[src/rtl/ifu_fetch.sv]
// ifu_fetch: instruction-fetch front end.
// Owns the fetch PC and keeps at most one instruction-memory request outstanding.
// Each returned word is buffered together with its PC and a static next-PC
// prediction: JAL targets are taken, and every other word predicts PC+4.
// The buffered instruction is handed to IF/ID under a valid/ready handshake.
// A redirect from execute restarts fetch at the new PC. Any word still in
// flight at that moment is dropped when it arrives.
module ifu_fetch #(
  parameter logic [31:0] RESET_PC = 32'h8000_0000
) (
  input  logic        clk_i,
  input  logic        rst_i,             // active-low, asserted asynchronously
  output logic        imem_req_valid_o,
  input  logic        imem_req_ready_i,
  output logic [31:0] imem_req_addr_o,
  input  logic        imem_rsp_valid_i,
  input  logic [31:0] imem_rsp_data_i,
  output logic        imem_rsp_ready_o,
  input  logic        redirect_valid_i,
  input  logic [31:0] redirect_pc_i,
  output logic        f_valid_o,
  output logic [31:0] f_inst_o,
  output logic [31:0] f_pc_o,
  output logic [31:0] f_pred_pc_o,
  input  logic        D_ready_i
);

  typedef enum logic [1:0] {
    IDLE = 2'd0,
    REQ  = 2'd1,
    WAIT = 2'd2,
    OUT  = 2'd3
  } state_e;

  localparam logic [31:0] NOP_INST = 32'h0000_0013;
  localparam logic [6:0]  OPC_JAL  = 7'b1101111;

  state_e      state_q;
  logic [31:0] fetch_pc_q;   // address of the request being issued / awaited
  logic        drop_q;       // the in-flight response belongs to a flushed path
  logic [31:0] inst_q;
  logic [31:0] f_pc_q;
  logic [31:0] pred_q;

  logic        is_jal;
  logic [31:0] jal_imm;
  logic [31:0] pred_d;
  logic [31:0] redirect_pc_aligned;

  // Static prediction for the word arriving from memory at fetch_pc_q.
  always_comb begin
    is_jal  = (imem_rsp_data_i[6:0] == OPC_JAL);
    jal_imm = {{11{imem_rsp_data_i[31]}}, imem_rsp_data_i[31], imem_rsp_data_i[19:12],
               imem_rsp_data_i[20], imem_rsp_data_i[30:21], 1'b0};
    pred_d  = is_jal ? (fetch_pc_q + jal_imm) : (fetch_pc_q + 32'd4);
  end

  assign redirect_pc_aligned = {redirect_pc_i[31:2], 2'b00};

  // Fetch FSM: owns the PC, the drop flag and the output instruction buffer.
  always_ff @(posedge clk_i or negedge rst_i) begin
    if (!rst_i) begin
      state_q    <= IDLE;
      fetch_pc_q <= RESET_PC;
      drop_q     <= 1'b0;
      inst_q     <= NOP_INST;
      f_pc_q     <= 32'h0;
      pred_q     <= 32'h0;
    end else begin
      // A redirect overrides the PC in every state. In OUT it also
      // suppresses the sequential PC update further down.
      if (redirect_valid_i) begin
        fetch_pc_q <= redirect_pc_aligned;
      end
      case (state_q)
        IDLE: begin
          state_q <= REQ;
        end
        REQ: begin
          if (imem_req_ready_i) begin
            state_q <= WAIT;
            // The request was accepted at the old PC, so its answer must be dropped.
            drop_q  <= redirect_valid_i;
          end
        end
        WAIT: begin
          if (imem_rsp_valid_i) begin
            if (drop_q || redirect_valid_i) begin
              drop_q  <= 1'b0;
              state_q <= REQ;
            end else begin
              inst_q  <= imem_rsp_data_i;
              f_pc_q  <= fetch_pc_q;
              pred_q  <= pred_d;
              state_q <= OUT;
            end
          end else if (redirect_valid_i) begin
            drop_q <= 1'b1;
          end
        end
        OUT: begin
          if (redirect_valid_i) begin
            state_q <= REQ;
          end else if (D_ready_i) begin
            fetch_pc_q <= pred_q;
            state_q    <= REQ;
          end
        end
        default: begin
          state_q <= IDLE;
        end
      endcase
    end
  end

  assign imem_req_valid_o = (state_q == REQ);
  assign imem_req_addr_o  = fetch_pc_q;
  assign imem_rsp_ready_o = (state_q == WAIT);

  // The redirect cycle must never complete a downstream transfer.
  assign f_valid_o   = (state_q == OUT) && !redirect_valid_i;
  assign f_inst_o    = inst_q;
  assign f_pc_o      = f_pc_q;
  assign f_pred_pc_o = pred_q;

endmodule
[config.mk]
export PLATFORM = sky130hd
export DESIGN_NAME = ifu_fetch
export DESIGN_NICKNAME = d
export VERILOG_FILES = /design/src/rtl/ifu_fetch.sv
export SDC_FILE = /design/constraint.sdc
export NUM_CORES = 1
export LEC_CHECK = 0
export CAP_MARGIN = 20
export CORE_ASPECT_RATIO = 1.25
export CORE_MARGIN = 2
export CORE_UTILIZATION = 49
export CTS_BUF_LIST = sky130_fd_sc_hd__clkbuf_16
export CTS_CLUSTER_SIZE = 14
export DETAILED_ROUTE_END_ITERATION = 16
export PLACE_DENSITY = 0.81
export SLEW_MARGIN = 20
export SYNTH_ARGS = -nofsm -noshare
export SYNTH_HDL_FRONTEND = slang
export SYNTH_SLANG_ARGS = --single-unit
[constraint.sdc]
create_clock -name clk_i -period 3 [get_ports clk_i]
set_input_delay 0.45 -clock clk_i [delete_from_list [all_inputs] [get_ports clk_i]]
set_output_delay 0.45 -clock clk_i [all_outputs]
set_load 0.01 [all_outputs]
# Yosys cells after proc, flatten, opt, wreduce, memory -nomap -nowiden
# Index checks and enable logic that the tools add are counted.
# classes
add_sub_neg	2
n_eq_ne	9
n_mux	16
bitwise	1
reduce_logical	8
# op_table
operator	n
2-to-1 mux 32 bit	5
adder 32 x 3 -> 32 bit, second input constant	1
adder 32 bit	1
2-to-1 mux 2 bit	5
one-hot mux 2 bit (4 select lines)	1
equality test 7 bit, second input constant	1
!= test 3 x 2 -> 1 bit, second input constant	2
AND reduction 3 bit	2
equality test 2 bit, second input constant	2
2-to-1 mux 1 bit	4
AND reduction 4 bit	1
!= test 3 bit, second input constant	1
equality test 2 x 1 -> 1 bit, second input constant	1
logical NOT 2 bit	1
!= test 2 x 1 -> 1 bit, second input constant	1
!= test 2 bit, second input constant	1
one-hot mux 1 bit (2 select lines)	1
nonzero test 2 bit	1
logical AND 1 bit	1
logical NOT 1 bit	1
logical OR 1 bit	1
NOT 1 bit	1
# totals
register_bits	131
out_inout_bits	131

# Logic depth before layout (Yosys ltp)
# depth
word_depth	4
mapped_depth	12
mapped_depth_nobuf	12

# Worst setup path after synthesis
# Ideal clock, no wire load.
# synth_path
path_type	reg2reg
startpoint	register fetch_pc_q[1], in the netlist imem_req_addr_o[1]
endpoint	register pred_q[27], in the netlist f_pred_pc_o[27]
setup_ns	0.077
arrival_ns	2.659
slack_ns	0.264
stages_incl_launch_ff	13
period_less_slack_ns	2.736
cell_sequence	dfrtp_1 ha_1 inv_1 fa_1 nand2b_1 a21oi_1 o41ai_2 a21bo_2 a311oi_4 and2b_1 o31ai_1 mux2_4 o21ai_2
# synth_via
elab_chain_len	2
# synth_rtl
item	line	rtl
from (decl)	39	logic [31:0] fetch_pc_q;
from (signal assigned)	73	fetch_pc_q <= redirect_pc_aligned;
from (signal assigned)	105	fetch_pc_q <= pred_q;
adder 32 x 3 -> 32 bit / adder 32 bit (equally long branches)	55	pred_d = is_jal ? (fetch_pc_q + jal_imm) : (fetch_pc_q + 32'd4);
2-to-1 mux 32 bit *	55	
to (signal assigned)	94	pred_q <= pred_d;
to (decl)	43	logic [31:0] pred_q;
# Mark *: on every way between the ends. The rest lies on a longest branch, timed or not.
# A chain may end at the register's enable or synchronous reset.

# Worst setup path in the final report
# Same ends and word-level chain as after synthesis.

==> results.yml <==
cts:
  root_buffer: "clkbuf_16"
  cts_sinks: 130
  clk_latency_ps: 430
  cts.reportedPaths.clkPinSlew_ps: 60
  clk_path_buf_depth: 2
  cts_buffers: 17
  htreeDepth: 4
  cts_tree: "yes"
final_layout:
  seq_area_um2: 3260
  fillers: 1123
  multiInputGateArea_um2: 4060
  area_growth_pct: 47.1
  nets: 1273
  drive_gt1_frac: 0.126
  final_common_cell: "nand2_1"
  final_util: 0.735
  final_area_um2: 11000
  diodes: 0
  layout_common_cells: "246 x nand2_1, 195 x clkdlybuf4s50_1, 126 x dfrtp_1, 94 x buf_4, 84 x a21oi_1"
power:
  p_leak_nw: 5.22
  switching_share: 0.349
  peakVddDrop_uv: 598
  p_seq_frac: 0.302
  clkPwrFrac: 0.239
  cellPowerDensity_nw_per_um2: 894
  p_int_mw: 6.42
  combPwrFrac: 0.459
  p_switching_mw: 3.45
worst_setup_path:
  critPathMaxFanout: 4
  start_kind: "register"
  path_cells: "ha_1, inv_1, fa_1, nand2b_1, a21oi_2, o41ai_2, a21bo_2, a311oi_4, and2b_1, o31ai_1, mux2_4, o21ai_2"
  r2r_setup_slack_ps: 210
  required_ps: 3350
  cp_data_arrival_time_ps: 3140
  reg2reg_from: "imem_req_addr_o[1]"
  cpPeakStageDelay_ps: 390
  timing.rr.end: "f_pred_pc_o[27]"
  crit_type: "register to register"
  crit_slowest_cell: "dfrtp_1"
  cp-end-kind: "register"
  worstRegToRegCells: 12
die:
  rows: 50
  die_w_um: 115
  start_util: 0.500
  die-area_um2: 16300
  fp.dieH_um: 142
  core-area_um2: 15000
  ios: 201
synth:
  ys.warnings.count: 0
  yosysUniqueCellTypes: 58
  synth_area_um2: 7510
  synth_cells: 893
  syn-num-nets: 999
  synth_edf_count: 0
  async_flop_share: 1.00
  syn_area_per_cell_um2: 8.41
  synth-seq-area-share: 0.434
  ys_ff_latch: 130
  synthFlopType: "dfrtp_1"
timing:
  timing.fmax_ghz: 0.359
  finalCritPeriodShare: 0.928
  fin_tns_setup_ps: 0
  tightest_slew_ps: 912
  hold_violations: 0
  setup_viol: 0
  finClkSkew_ps: 7.35
  drv_slew: 0
  rsz0062_at_grt: "no"
  min_period_ps: 2790
  relSlewSlack: 0.390
grt:
  grt_pass1_wl_um: 38000
  grt_pass1_vias: 7613
  antenna_found_initial: 0
  grt_max_degree: 114
  grt_usage: 0.296
  grt_overflow: 0
placed_design:
  port_buffers: 198
  place.gp.congestion: 0.881
  dpl.hpwl_um: 16500
  placedInstanceArea_um2: 10300
hold_path:
  hold_start: "imem_rsp_data_i[21]"
  holdPathEnd: "f_inst_o[21]"
  worstHoldPathType: "input pin to register"
  hold_depth: 3
routing:
  num_vias: 7423
  wl_um: 23300
  drt-initial-drc-count: 656
  drc: 0
  wl_per_cell_um: 17.1
  via_per_inst: 5.45
  ant_nets: 0
  firstDrtPassIters: 5
status:
  status: "finished clean"
job:
  max_cap_viol_count: 0
-- critical path: cells and delay by family (launching register included) --
kind	cells	cell delay, ps
multiplexers	1	310
adder cells (fa/ha/maj)	2	550
AND/OR/NAND/NOR	2	360
flip-flops	1	390
buffers and inverters	1	60
AO/OA/AOI/OAI	6	1050
-- flip-flops by register name, indices dropped and copies added, names as in the netlist --
register,flops
f_pred_pc_o,31
imem_req_addr_o,32
f_pc_o,32
f_inst_o,32
drop_q,1
state_q,2
-- per-layer routing --
layer	up-vias	wire length, µm	share of wire	global-route usage
li1	3575	-	-	-
met1	3520	9470	0.41	0.356
met2	276	11800	0.51	0.514
met3	52	1350	0.058	0.0601
met4	0	726	0.031	0.124
met5	-	0	0	0
-- what timing repair did --
| item | in CTS | in global routing |
|---|---|---|
| hold buffers | 1 | 0 |
| endpoints found under the hold margin | 40 | 0 |
| gates resized for setup | 1 | 2 |
| buffers inserted | 0 | 3 |
| pin swaps | 0 | 2 |
| endpoints found under the setup margin | 1 | 6 |
-- stage by stage --
step / worst slack (ps) / instances / hold WS [ps] / power, mW
global route: 17.9 / 1362 / 366 / 10.5
global placement: -384 / 1326 / 396 / 7.34
finish: 215 / 1362 / 356 / 9.87
CTS: 62.6 / 1359 / 362 / 9.88
detailed placement: -454 / 1326 / 397 / 7.44
floorplan: 264 / 893 / 154 / 4.99
-- cell families after synthesis --
kind of cell,count (synthesis),synth area share
AND/OR/NAND/NOR,398,0.223
AO/OA/AOI/OAI,186,0.146
flip-flops,130,0.434
buffers and inverters,57,0.0298
XOR/XNOR,51,0.0595
adder cells (fa/ha/maj),36,0.0610
multiplexers,35,0.0473
-- power by group through the flow --
stage               sequential, mW  combinational, mW  clock [mW]
floorplan                     3.28               1.71           0
global placement              2.97               4.37           0
detailed placement            2.98               4.46           0
CTS                           2.98               4.52        2.38
global route                  3.07               4.94        2.46
finish                        2.98               4.53        2.36
-- layout make-up --
| cell class | instances | area share |
|---|---|---|
| clock buffers | 17 | 0.0385 |
| clock inverters | 15 | 0.0216 |
| inverters | 15 | 0.00510 |
| multi-input cells | 706 | 0.368 |
| flip-flops and latches | 130 | 0.295 |
| well taps | 182 | 0.0206 |
| repair buffers | 297 | 0.251 |
-- synthesized netlist by cell type (16+ instances only) --
cell | number | area (µm²)
ha_1 | 35 | 438
xor2_1 | 23 | 201
nand3_1 | 24 | 120
mux2i_1 | 34 | 340
xnor2_1 | 28 | 245
nand2_1 | 247 | 927
o21ai_1 | 16 | 80.1
a21oi_1 | 85 | 425
dfrtp_1 | 126 | 3150
o21ai_0 | 38 | 190
clkbuf_1 | 29 | 109
nor2_1 | 75 | 282
-- worst max-delay path by stage --
| stage | endpoint | slack (ps) | start |
|---|---|---|---|
| 2_1_floorplan | f_pred_pc_o[27] | 260 | imem_req_addr_o[1] |
| 3_3_place_gp | f_pred_pc_o[27] | -380 | imem_rsp_data_i[21] |
| 3_5_place_dp | f_pred_pc_o[27] | -450 | imem_rsp_data_i[21] |
| 4_1_cts | f_pred_pc_o[27] | 60 | imem_rsp_data_i[21] |
| 5_1_grt | f_pred_pc_o[27] | 20 | imem_rsp_data_i[18] |
| 6_report | f_pred_pc_o[27] | 210 | imem_req_addr_o[1] |
Power figures use the tool's default switching activity.
